<file path="config.mk">
export PLATFORM = sky130hd
export DESIGN_NAME = spi_master_tx
export DESIGN_NICKNAME = d
export VERILOG_FILES = /design/src/rtl/spi_pkg.sv /design/src/rtl/spi_clk_div.sv /design/src/rtl/spi_master_tx.sv
export SDC_FILE = /design/constraint.sdc
export NUM_CORES = 1
export LEC_CHECK = 0
export CAP_MARGIN = 15
export CORE_ASPECT_RATIO = 0.6
export CORE_UTILIZATION = 56
export DETAILED_ROUTE_END_ITERATION = 8
export PLACE_DENSITY = 0.83
export SLEW_MARGIN = 20
export SYNTH_ARGS = -nofsm -noshare
export SYNTH_HDL_FRONTEND = slang
export SYNTH_SLANG_ARGS = --single-unit
</file>
<file path="constraint.sdc">
create_clock -name clk -period 2.5 [get_ports clk]
set_input_delay 0.5 -clock clk [delete_from_list [all_inputs] [get_ports clk]]
set_output_delay 0.5 -clock clk [all_outputs]
set_load 0.01 [all_outputs]
</file>
<file path="src/rtl/spi_pkg.sv">
// spi_pkg: shared types and constants for the SPI master transmitter.
//   spi_master_state_t : master FSM state encoding
//   SPI_DATA_W         : bits per SPI frame byte
//   SPI_MIN_CLK_DIV    : smallest legal SCLK half-period, in clk cycles
//   max3()             : helper that sizes the shared timing counter
package spi_pkg;

   localparam int SPI_DATA_W      = 8;
   localparam int SPI_MIN_CLK_DIV = 4;

   typedef enum logic [2:0] {
      IDLE,
      SETUP,
      SHIFT_HI,
      SHIFT_LO,
      BURST_WAIT,
      HOLD,
      GAP
   } spi_master_state_t;

   function automatic int max3(input int a, input int b, input int c);
      int m;
      m = (a > b) ? a : b;
      return (m > c) ? m : c;
   endfunction

endpackage

</file>
<file path="src/rtl/spi_clk_div.sv">
// spi_clk_div: loadable down-counter with a one-cycle terminal-count pulse.
// One instance times the CS setup, SCLK half-periods, CS hold and CS gap.
// Ports:
//   clk, rst_n : clock, asynchronous active-low reset
//   load       : reload the counter with load_val (arms the terminal count)
//   load_val   : cycles-minus-one for the interval being started
//   tc         : high for exactly one cycle, load_val+1 cycles after load
module spi_clk_div
   import spi_pkg::*;
#(
   parameter int CNT_W = 3
) (
   input  logic             clk,
   input  logic             rst_n,
   input  logic             load,
   input  logic [CNT_W-1:0] load_val,
   output logic             tc
);

   logic [CNT_W-1:0] cnt_q, cnt_d;
   logic             armed_q, armed_d;

   // The armed flag turns the zero level into a single pulse, so a state
   // that waits on tc can never see a stale terminal count.
   assign tc = armed_q && (cnt_q == '0);

   always_comb begin
      cnt_d   = cnt_q;
      armed_d = armed_q;
      if (load) begin
         cnt_d   = load_val;
         armed_d = 1'b1;
      end else if (tc) begin
         armed_d = 1'b0;
      end else if (cnt_q != '0) begin
         cnt_d = cnt_q - 1'b1;
      end
   end

   always_ff @(posedge clk or negedge rst_n) begin
      if (!rst_n) begin
         cnt_q   <= '0;
         armed_q <= 1'b0;
      end else begin
         cnt_q   <= cnt_d;
         armed_q <= armed_d;
      end
   end

endmodule

</file>
<file path="src/rtl/spi_master_tx.sv">
// spi_master_tx: SPI mode-0 (CPOL=0, CPHA=0) master, MSB first, fed by a
// valid/ready byte stream. tx_last=0 keeps CS low for a burst.
// Optional build macro SPI_MASTER_RX_EN adds MISO capture (rx_data/rx_valid).
// Ports:
//   clk, rst_n            : clock, asynchronous active-low reset
//   tx_data/valid/ready   : byte stream in; transfer on tx_valid && tx_ready
//   tx_last               : captured with the byte; 1 releases CS afterwards
//   spi_sclk/mosi/cs_n    : registered SPI outputs
//   spi_miso              : serial in (only used with SPI_MASTER_RX_EN)
//   busy                  : high whenever the FSM is not IDLE
//   done                  : one-cycle pulse after the last SCLK fall of a byte
//   rx_data, rx_valid     : (SPI_MASTER_RX_EN) received byte, pulses with done
// Parameters: CLK_DIV (>=4) SCLK half-period, CS_SETUP (>=3) CS fall to first
// rise, CS_HOLD last fall to CS rise and minimum CS high time.
module spi_master_tx #(
   parameter int CLK_DIV  = 4,
   parameter int CS_SETUP = 4,
   parameter int CS_HOLD  = 4
) (
   input  logic       clk,
   input  logic       rst_n,
   input  logic [7:0] tx_data,
   input  logic       tx_valid,
   output logic       tx_ready,
   input  logic       tx_last,
   output logic       spi_sclk,
   output logic       spi_mosi,
   output logic       spi_cs_n,
   input  logic       spi_miso,
   output logic       busy,
   output logic       done
`ifdef SPI_MASTER_RX_EN
   ,
   output logic [7:0] rx_data,
   output logic       rx_valid
`endif
);

   import spi_pkg::*;

   localparam int CNT_W = $clog2(max3(CLK_DIV, CS_SETUP, CS_HOLD) + 1);

   spi_master_state_t state_q, state_d;

   logic [SPI_DATA_W-1:0] data_q, data_d;
   logic                  last_q, last_d;
   logic [2:0]            bit_cnt_q, bit_cnt_d;
   logic                  sclk_q, sclk_d;
   logic                  mosi_q, mosi_d;
   logic                  cs_n_q, cs_n_d;
   logic                  done_q, done_d;

   logic             accept;
   logic             div_load;
   logic [CNT_W-1:0] div_load_val;
   logic             div_tc;

   assign tx_ready = (state_q == IDLE) || (state_q == BURST_WAIT);
   assign busy     = (state_q != IDLE);
   assign accept   = tx_valid && tx_ready;

   assign spi_sclk = sclk_q;
   assign spi_mosi = mosi_q;
   assign spi_cs_n = cs_n_q;
   assign done     = done_q;

   // Every state change restarts the timer with the length of the new state.
   assign div_load = (state_d != state_q);

   always_comb begin
      div_load_val = '0;
      case (state_d)
         SETUP:              div_load_val = CNT_W'(CS_SETUP - 1);
         SHIFT_HI, SHIFT_LO: div_load_val = CNT_W'(CLK_DIV - 1);
         HOLD, GAP:          div_load_val = CNT_W'(CS_HOLD - 1);
         default:            div_load_val = '0;
      endcase
   end

   spi_clk_div #(
      .CNT_W   (CNT_W)
   ) u_clk_div (
      .clk     (clk),
      .rst_n   (rst_n),
      .load    (div_load),
      .load_val(div_load_val),
      .tc      (div_tc)
   );

   // State register.
   always_ff @(posedge clk or negedge rst_n) begin
      if (!rst_n) begin
         state_q <= IDLE;
      end else begin
         state_q <= state_d;
      end
   end

   // Next-state logic.
   always_comb begin
      state_d = state_q;
      case (state_q)
         IDLE:       if (accept) state_d = SETUP;
         SETUP:      if (div_tc) state_d = SHIFT_HI;
         SHIFT_HI: begin
            if (div_tc) begin
               if (bit_cnt_q != 3'd0) state_d = SHIFT_LO;
               else if (last_q)       state_d = HOLD;
               else                   state_d = BURST_WAIT;
            end
         end
         SHIFT_LO:   if (div_tc) state_d = SHIFT_HI;
         // A burst byte re-enters through SHIFT_LO: that state already
         // provides the CLK_DIV low period before the first rise.
         BURST_WAIT: if (accept) state_d = SHIFT_LO;
         HOLD:       if (div_tc) state_d = GAP;
         GAP:        if (div_tc) state_d = IDLE;
         default:    state_d = IDLE;
      endcase
   end

   // Output / datapath logic: next values for all registered outputs.
   always_comb begin
      data_d    = data_q;
      last_d    = last_q;
      bit_cnt_d = bit_cnt_q;
      sclk_d    = sclk_q;
      mosi_d    = mosi_q;
      cs_n_d    = cs_n_q;
      done_d    = 1'b0;
      case (state_q)
         IDLE, BURST_WAIT: begin
            if (accept) begin
               data_d    = tx_data;
               last_d    = tx_last;
               bit_cnt_d = 3'(SPI_DATA_W - 1);
               mosi_d    = tx_data[SPI_DATA_W-1];
               cs_n_d    = 1'b0;
            end
         end
         SETUP, SHIFT_LO: begin
            if (div_tc) sclk_d = 1'b1;
         end
         SHIFT_HI: begin
            if (div_tc) begin
               sclk_d = 1'b0;
               if (bit_cnt_q != 3'd0) begin
                  bit_cnt_d = bit_cnt_q - 3'd1;
                  mosi_d    = data_q[bit_cnt_q - 3'd1];
               end else begin
                  done_d = 1'b1;
               end
            end
         end
         HOLD: begin
            if (div_tc) begin
               cs_n_d = 1'b1;
               mosi_d = 1'b0;
            end
         end
         default: ;
      endcase
   end

   always_ff @(posedge clk or negedge rst_n) begin
      if (!rst_n) begin
         data_q    <= '0;
         last_q    <= 1'b0;
         bit_cnt_q <= '0;
         sclk_q    <= 1'b0;
         mosi_q    <= 1'b0;
         cs_n_q    <= 1'b1;
         done_q    <= 1'b0;
      end else begin
         data_q    <= data_d;
         last_q    <= last_d;
         bit_cnt_q <= bit_cnt_d;
         sclk_q    <= sclk_d;
         mosi_q    <= mosi_d;
         cs_n_q    <= cs_n_d;
         done_q    <= done_d;
      end
   end

`ifdef SPI_MASTER_RX_EN
   logic [SPI_DATA_W-1:0] rx_shift_q, rx_shift_d;
   logic [SPI_DATA_W-1:0] rx_data_q, rx_data_d;
   logic                  rx_valid_q, rx_valid_d;

   // MISO is taken at the clock edge that raises SCLK; by the final fall the
   // shifter already holds all eight bits, so it is published with done.
   always_comb begin
      rx_shift_d = rx_shift_q;
      rx_data_d  = rx_data_q;
      rx_valid_d = done_d;
      if (sclk_d && !sclk_q) rx_shift_d = {rx_shift_q[SPI_DATA_W-2:0], spi_miso};
      if (done_d)            rx_data_d  = rx_shift_q;
   end

   always_ff @(posedge clk or negedge rst_n) begin
      if (!rst_n) begin
         rx_shift_q <= '0;
         rx_data_q  <= '0;
         rx_valid_q <= 1'b0;
      end else begin
         rx_shift_q <= rx_shift_d;
         rx_data_q  <= rx_data_d;
         rx_valid_q <= rx_valid_d;
      end
   end

   assign rx_data  = rx_data_q;
   assign rx_valid = rx_valid_q;
`else
   logic unused_miso;
   assign unused_miso = spi_miso;
`endif

endmodule

</file>
==> impl_metrics.env <==
export IMPL_yosysTopAreaCell="dfrtp_1"
export IMPL_yosys_area_share_xor_xnor=0.0142
export IMPL_area_growth_pct=16.9
export IMPL_cts_tree="built"
export IMPL_setup_viol=0
export IMPL_postRouteAntennaNets=0
export IMPL_ys_seq_area_frac=0.468
export IMPL_clk_latency_ns=0.32
export IMPL_ys_seq_elements=23
export IMPL_synth_mux_area_frac=0.0447
export IMPL_synth_cells=127
export IMPL_slew_violations=0
export IMPL_netlist_area_mm2=0.00123
export IMPL_critPathMaxStageDelay_ns=0.63
export IMPL_fin_nets=162
export IMPL_cts_inserted_buffers=3
export IMPL_antenna_found_initial=0
export IMPL_slew_limit_headroom=0.696
export IMPL_start_util=0.631
export IMPL_drt_iter0_markers=58
export IMPL_grt_pass1_wl_um=4330
export IMPL_portBuffers=17
export IMPL_wl_per_cell_um=14.1
export IMPL_r2r_start="u_clk_div.cnt_q[0]"
export IMPL_path_max_fanout=13
export IMPL_cp_endpoint="busy"
export IMPL_post_cts_resized=0
export IMPL_cts_buffer_depth=2
export IMPL_max_freq_mhz=456
export IMPL_die_w_um=62.6
export IMPL_period_minus_slack_ns=2.19
export IMPL_die_h_um=38.3
export IMPL_p_total_uw=1560
export IMPL_rrSetupSlack_ns=0.40
export IMPL_start_kind="register"
export IMPL_powerDensity_mw_per_mm2=1080
export IMPL_synth_top_family_by_area="simple AND/OR/NAND/NOR gates"
export IMPL_drt_wl_total_um=2420
export IMPL_hpwl_um=1800
export IMPL_r2r_end="u_clk_div.cnt_q[0]"
export IMPL_path_cells="inv_1 -> nand2_1 -> clkdlybuf4s50_1"
export IMPL_drc=0
export IMPL_fin_crit_sh=0.878
export IMPL_synth_edff_count=0
export IMPL_p_leak_uw=0.000657
export IMPL_drive_gt1_frac=0.0972
export IMPL_ys_flop_type="dfrtp_1"
export IMPL_hold_depth=2
export IMPL_diodes=0
export IMPL_synthAdderAreaFrac=0.0406
export IMPL_critPathBufInv=2
export IMPL_status="finished, final reports clean"
export IMPL_viasPerCell=5.53
export IMPL_slowest_stage="dfrtp_1"
export IMPL_ir_drop_uv=558
export IMPL_cts_sinks=23
export IMPL_drt_first_pass_iters=4
export IMPL_worst_pin_slew_ns=0.453
export IMPL_cap_violations=0
export IMPL_fp_coreArea_mm2=0.00195
export IMPL_crit_start="state_q[2]"
export IMPL_rows=12
export IMPL_synth_top_area_share=0.447
export IMPL_rsz0062_at_grt="no"
export IMPL_routabilityCongestion=0.799
export IMPL_hold_viol=0
export IMPL_hold_buffers=0
export IMPL_crit_type="reg -> out"
export IMPL_yosysMostFrequentCell="nand2_1"
export IMPL_yosys_top_cells_count="nand2_1, dfrtp_1, inv_1"
export IMPL_vias=951
export IMPL_synth_nets=144
export IMPL_htreeDepth=1
export IMPL_worstPathRequired_ns=2.00
export IMPL_setup_tns_ns=0
export IMPL_overflow=0
export IMPL_die_area_mm2=0.00240
export IMPL_synth_simple_area_share=0.204
export IMPL_grt_pass1_vias=898
export IMPL_synth_distinct_cells=39
export IMPL_cp_end_kind="primary output"
export IMPL_cp_num_cells=3
export IMPL_async_flop_share=1.00
export IMPL_yosys_warnings=0
export IMPL_synth_avg_cell_area_um2=9.70
export IMPL_crit_family="buffers and inverters"
export IMPL_cts_root_buf="clkbuf_4"
export IMPL_track_usage=0.249
export IMPL_synth_compound_area_frac=0.165
export IMPL_cts_reportedPaths_clkPinSlew_ns=0.13
export IMPL_grt_max_degree=24
export IMPL_min_path_type="reg -> reg"
export IMPL_arrival_ns=1.69
export IMPL_fin_skew_ns=0.00391
export IMPL_fin_util=0.738
export IMPL_ff2ff_path_depth=7
export IMPL_postCtsSetupBuffers=0
export IMPL_ys_top_cells_by_area="dfrtp_1, nand2_1, ha_1"
export IMPL_io_pins=19
## placed cells by master (no fill, tap or decap), drive strengths merged, types with 2 or more instances in the layout
cell,n
nor2b,3
ha,4
o21ai,2
a21o,2
mux4,2
nor3,2
a211oi,2
dfrtp,22
a31oi,2
inv,10
nand3,2
nor3b,2
and2,2
clkbuf,3
xnor2,2
clkdlybuf4s50,17
buf,2
a21oi,6
nand2b,2
nor2,9
nand2,29
## area by class of cell
cell class | instances | area [um2]
clock buffer | 3 | 22.5
clock inverter | 1 | 5.00
fill | 152 | 512
inverter | 10 | 37.5
multi-input combinational | 88 | 578
sequential | 23 | 577
tap | 28 | 35.0
timing repair buffer | 19 | 185
## metal layers
metal,share of wire,global-route usage,vias up
li1,-,-,476
met1,0.53,0.352,447
met2,0.42,0.378,22
met3,0.037,0.0536,6
met4,0.015,0.0988,0
met5,0,0,-
## tightest hold or removal path: cells and delay by family, from the launching register on
kind	cells	cell delay, ns
flops	1	0.36
simple gates	2	0.10
## where the power goes
group          total [uW]  internal (uW)  switching (uW)
Clock                 174           59.9             114
Sequential            680            530             150
Combinational         709            348             361
Total                1560            938             625
## cell families after synthesis
kind of cell / count (synthesis)
buffers and inverters: 16
adders and majority gates: 4
and+or+nand+nor: 54
muxes: 3
xor gates and xnor gates: 2
AOI/OAI and AO/OA: 25
DFF: 23
## flip-flops by register name, indices dropped and copies added (netlist names)
name	cells
last_q	1
state_q	3
u_clk_div.cnt_q	3
u_clk_div.armed_q	1
bit_cnt_q	3
spi_mosi	1
done	1
spi_cs_n	1
spi_sclk	1
data_q	8
## worst min path at each step
stage,startpoint,to,slack [ns]
floorplan,rst_n,bit_cnt_q[0],0.20
global placement,data_q[7],data_q[7],0.45
detailed placement,data_q[0],data_q[0],0.46
CTS,data_q[0],data_q[0],0.49
global route,spi_cs_n,spi_cs_n,0.54
finish,data_q[0],data_q[0],0.49
## metrics by stage
step / hold slack, ns / instances / setup slack [ns] / cell area [um2]
2_1_floorplan: 0.204 / 127 / 0.813 / 1230
3_3_place_gp: 0.454 / 168 / 0.401 / 1410
3_5_place_dp: 0.463 / 168 / 0.361 / 1410
4_1_cts: 0.493 / 172 / 0.292 / 1440
5_1_grt: 0.538 / 172 / 0.176 / 1440
6_report: 0.490 / 172 / 0.306 / 1440
(Power assumes the default switching activity.)
